File: config.mk
export PLATFORM = sky130hd
export DESIGN_NAME = irq_ctl
export DESIGN_NICKNAME = d
export VERILOG_FILES = /design/src/rtl/irq_ctl.sv
export SDC_FILE = /design/constraint.sdc
export NUM_CORES = 1
export LEC_CHECK = 0
export CAP_MARGIN = 20
export CORE_ASPECT_RATIO = 0.6
export CORE_MARGIN = 4
export CORE_UTILIZATION = 30
export CTS_CLUSTER_DIAMETER = 40
export CTS_CLUSTER_SIZE = 28
export DETAILED_ROUTE_END_ITERATION = 16
export GPL_TIMING_DRIVEN = 0
export PLACE_DENSITY = 0.65
export SYNTH_ARGS = -nofsm -noshare
export SYNTH_HDL_FRONTEND = slang
export SYNTH_SLANG_ARGS = --single-unit
File: constraint.sdc
create_clock -name clk -period 3.7 [get_ports clk]
set_clock_uncertainty 0.05 [all_clocks]
set_input_delay 0.74 -clock clk [delete_from_list [all_inputs] [get_ports clk]]
set_output_delay 0.74 -clock clk [all_outputs]
set_load 0.005 [all_outputs]
File: src/rtl/irq_ctl.sv
// irq_ctl: synchronizes, latches, masks and prioritizes 16 interrupt sources for the CPU
module irq_ctl #(
  parameter bit SYNC = 1'b1
) (
  input  logic        clk,
  input  logic        rst,
  input  logic        stb,
  input  logic        we,
  input  logic [1:0]  addr,
  input  logic [31:0] data_in,
  output logic [31:0] data_out,
  output logic        ack,
  input  logic [15:0] src,
  output logic [15:0] irq
);
  logic [15:0] s, s_prev, pending, mask, mode, act, rise, pend_clr, stat_set, pend_nx;
  logic [3:0]  idx;
  logic [31:0] rdata;
  logic        wr;
  logic        unused_hi;
  assign unused_hi = ^data_in[31:16];
  if (SYNC) begin : g_sync
    logic [15:0] sync1, sync2;
    // two-flop synchronizer on every request line
    always_ff @(posedge clk or posedge rst) begin
      if (rst) begin
        sync1 <= '0;
        sync2 <= '0;
      end else begin
        sync1 <= src;
        sync2 <= sync1;
      end
    end
    assign s = sync2;
  end else begin : g_nosync
    assign s = src;
  end
  assign wr       = stb & we;
  assign rise     = s & ~s_prev;
  assign pend_clr = (wr && addr == 2'd0) ? data_in[15:0] & mode : '0;
  assign stat_set = (wr && addr == 2'd3) ? data_in[15:0] & mode : '0;
  // edge bits: set (edge or software) beats clear, else hold; level bits follow s
  assign pend_nx  = (mode & ((pending & ~pend_clr) | rise | stat_set)) | (~mode & s);
  assign act      = pending & mask;
  assign irq      = act;
  assign ack      = stb;
  // highest-numbered active request wins
  always_comb begin
    idx = '0;
    for (int i = 0; i < 16; i++) idx = act[i] ? 4'(i) : idx;
  end
  // read mux, driven only while a read is selected
  always_comb begin
    rdata = addr == 2'd0 ? {16'h0, pending} :
            addr == 2'd1 ? {16'h0, mask} :
            addr == 2'd2 ? {16'h0, mode} :
                           {|act, 27'h0, idx};
    data_out = (stb & ~we) ? rdata : '0;
  end
  // pending/edge history update and bus register writes
  always_ff @(posedge clk or posedge rst) begin
    if (rst) begin
      s_prev  <= '0;
      pending <= '0;
      mask    <= '0;
      mode    <= '0;
    end else begin
      s_prev  <= s;
      pending <= pend_nx;
      if (wr && addr == 2'd1) mask <= data_in[15:0];
      if (wr && addr == 2'd2) mode <= data_in[15:0];
    end
  end
endmodule
==> impl_metrics.json <==
{
  "cts_buffer_depth": 2,
  "grt_max_degree": 72,
  "peakVddDrop_mv": 0.214,
  "io_buffers": 71,
  "whs_ns": 0.297,
  "antenna_found_initial": 0,
  "clkSinkCount": 96,
  "worst_pin_slew_ns": 0.721,
  "mostFrequentLayoutCells": "dfrtp_1 (96), clkdlybuf4s50_1 (70), nand2_1 (42), mux2_2 (34), a22o_1 (33)",
  "syn_inst": 342,
  "grt.overflow.total": 0,
  "p_switching_w": 0.000775,
  "slew_headroom_pct": 51.8,
  "grtUsageMet2_pct": 19.3,
  "path_class": "in2out",
  "arrival_ns": 2.78,
  "htree_num_levels": 3,
  "drc_errors": 0,
  "sw_frac_of_total_pct": 27.3,
  "routabilityCongestion": 0.819,
  "cp_max_fo": 10,
  "wl_per_cell_um": 16.9,
  "hold_violations": 0,
  "cts_tree": "built",
  "start_util_pct": 31.3,
  "grt.met3_usage_pct": 4.51,
  "cellLeakagePower_nw": 2.42,
  "core_um2": 13100,
  "die_x_um": 159,
  "area_growth_pct": 32.2,
  "num_vias": 2880,
  "max_freq_mhz": 280,
  "die_area_um2": 15600,
  "hp-class": "reg2reg",
  "grt_pass1_wl_mm": 16.2,
  "clk_pin_slew_ns": 0.06,
  "fin_nets": 492,
  "power_frac_comb_pct": 21.2,
  "clk-insertion-delay-late_ns": 0.34,
  "ys_seq_elements": 96,
  "rsz0062_at_grt": "false",
  "status": "finished, final reports clean",
  "drive_gt1_share_pct": 19.0,
  "grt_pass1_vias": 2932,
  "firstDrtPassIters": 4,
  "start_kind": "input pin",
  "ys_types": 37,
  "met1_usage_pct": 19.7,
  "num_io_pins": 103,
  "post_dp_cell_area_um2": 5100,
  "drv_cap": 0,
  "pwr-share-clk_pct": 33.0,
  "cp-end-kind": "output port",
  "final_common_cell": "dfrtp_1",
  "track_usage_pct": 13.4,
  "fin_crit_sh_pct": 96.6,
  "routed_wl_mm": 10.3,
  "cts_buffers": 9,
  "p_seq_share_pct": 45.9,
  "avgSynthCellArea_um2": 12.0,
  "final_area_um2": 5410,
  "p_per_area_nw_per_um2": 526,
  "dieHeight_um": 98.5,
  "drtIter0Drc": 173,
  "cts_hold_repair.buffers": 0,
  "syn_area_um2": 4090,
  "root_buffer": "clkbuf_16",
  "p_int_w": 0.00207,
  "slew_viol_final": 0,
  "setup_violations": 0,
  "vias_per_cell": 4.70,
  "place_hpwl_mm": 7.55,
  "rows": 32,
  "ys_seq_area_share_pct": 58.7,
  "min_period_ns": 3.57,
  "drtAntennaViolNets": 0,
  "cp.required_ns": 2.91,
  "grt_busiest_layer": "met1",
  "yosysWarnings": 0,
  "finish.utilization_pct": 41.3,
  "n_fill_cell": 1237,
  "diodes": 0
}
## routing by layer
layer,share of wire (%),wire (um)
met4,0.82,85
met5,0,0
met2,42,4330
met3,7.1,738
met1,50,5180
## cell families (layout without fill, tap and decap cells)
| logic type | count (synthesis) | in the layout | synth area share (%) |
|---|---|---|---|
| AO/OA/AOI/OAI | 63 | 63 | 11.4 |
| other | 1 | 15 | 0.0916 |
| multiplexers | 48 | 48 | 12.8 |
| AND/OR/NAND/NOR | 100 | 100 | 11.5 |
| flip-flops | 96 | 96 | 58.7 |
| buffers and inverters | 34 | 121 | 5.44 |
## metrics by stage
step                setup WS, ns  total power, W  cells  setup TNS (ns)
global route              0.0193         0.00299    613               0
finish                     0.126         0.00284    613               0
detailed placement        -0.199         0.00192    598           -1.49
global placement           -1.01         0.00190    597          -97.66
CTS                       0.0356         0.00286    613               0
floorplan                  0.405         0.00165    356               0
## layout make-up
cell class	instances	area [um2]	area share [%]
tap	170	213	3.93
timing repair buffer	72	737	13.6
multi-input combinational	226	1530	28.3
buffer	25	194	3.58
clock inverter	5	56.3	1.04
inverter	8	32.5	0.601
clock buffer	11	243	4.49
sequential	96	2400	44.4
## registers in the layout, indices dropped and copies added, names as in the netlist
signal and flops:
g_sync.sync1 16, mask 16, pending 16, s_prev 16
g_sync.sync2 16, mode 16
## worst max-delay path: stages
cell and delay [ns]:
clkdlybuf4s50_1 0.60, buf_6 0.19, clkbuf_4 0.28, mux2i_1 0.10, nor2_1 0.09, a21oi_1 0.05, nor2_1 0.18, clkdlybuf4s50_1 0.55
## synth_stat cells
cell type / instances / area (um2)
a211oi_1: 1 / 7.51
a21oi_1: 17 / 85.1
a22o_1: 33 / 289
a31oi_1: 4 / 25.0
and2_1: 9 / 56.3
and2b_1: 1 / 7.51
and2b_2: 1 / 8.76
and3_1: 1 / 6.26
buf_2: 1 / 5.00
buf_4: 19 / 143
buf_6: 3 / 33.8
clkbuf_1: 3 / 11.3
conb_1: 1 / 3.75
dfrtp_1: 96 / 2400
inv_1: 8 / 30.0
mux2_1: 2 / 22.5
mux2_2: 34 / 383
mux2i_1: 12 / 120
nand2_1: 42 / 158
nand2_2: 1 / 6.26
nand2b_1: 2 / 12.5
nand3_1: 3 / 15.0
nand3_2: 1 / 10.0
nand3_4: 1 / 17.5
nand4_1: 1 / 6.26
nor2_1: 29 / 109
nor2b_1: 1 / 6.26
nor3_1: 3 / 15.0
nor3_4: 1 / 16.3
nor3b_1: 1 / 7.51
nor4_1: 1 / 6.26
o21ai_0: 1 / 5.00
o21bai_1: 1 / 7.51
o221ai_1: 4 / 35.0
o22ai_1: 1 / 6.26
o31ai_1: 1 / 7.51
or2_2: 1 / 6.26
## repair_timing
| action | in CTS | in global routing |
|---|---|---|
| gates resized for setup | 4 | 5 |
| setup endpoints to repair | 12 | 11 |
| buffers inserted | 0 | 0 |
| hold endpoints to repair | 0 | 0 |
## path summary, 6_finish.rpt
check	start	endpoint	slack, ns	depth (start not counted)
min reg2reg	g_sync.sync1[3]	g_sync.sync2[3]	0.30	0
max	addr[0]	data_out[10]	0.13	8
min in group asynchronous	rst	g_sync.sync1[4]	0.67	2
max in group asynchronous	rst	mask[13]	2.28	3
max reg2reg	pending[6]	pending[6]	2.67	2
min	g_sync.sync1[3]	g_sync.sync2[3]	0.30	0
## power groups by stage
stage / combinational [W] / sequential [W] / clock, W
floorplan: 0.000364 / 0.00129 / 0
global placement: 0.000587 / 0.00131 / 0
detailed placement: 0.000602 / 0.00132 / 0
CTS: 0.000605 / 0.00130 / 0.000955
global route: 0.000660 / 0.00132 / 0.00100
finish: 0.000602 / 0.00130 / 0.000937
Note: power is estimated with default switching activity, not from simulation.
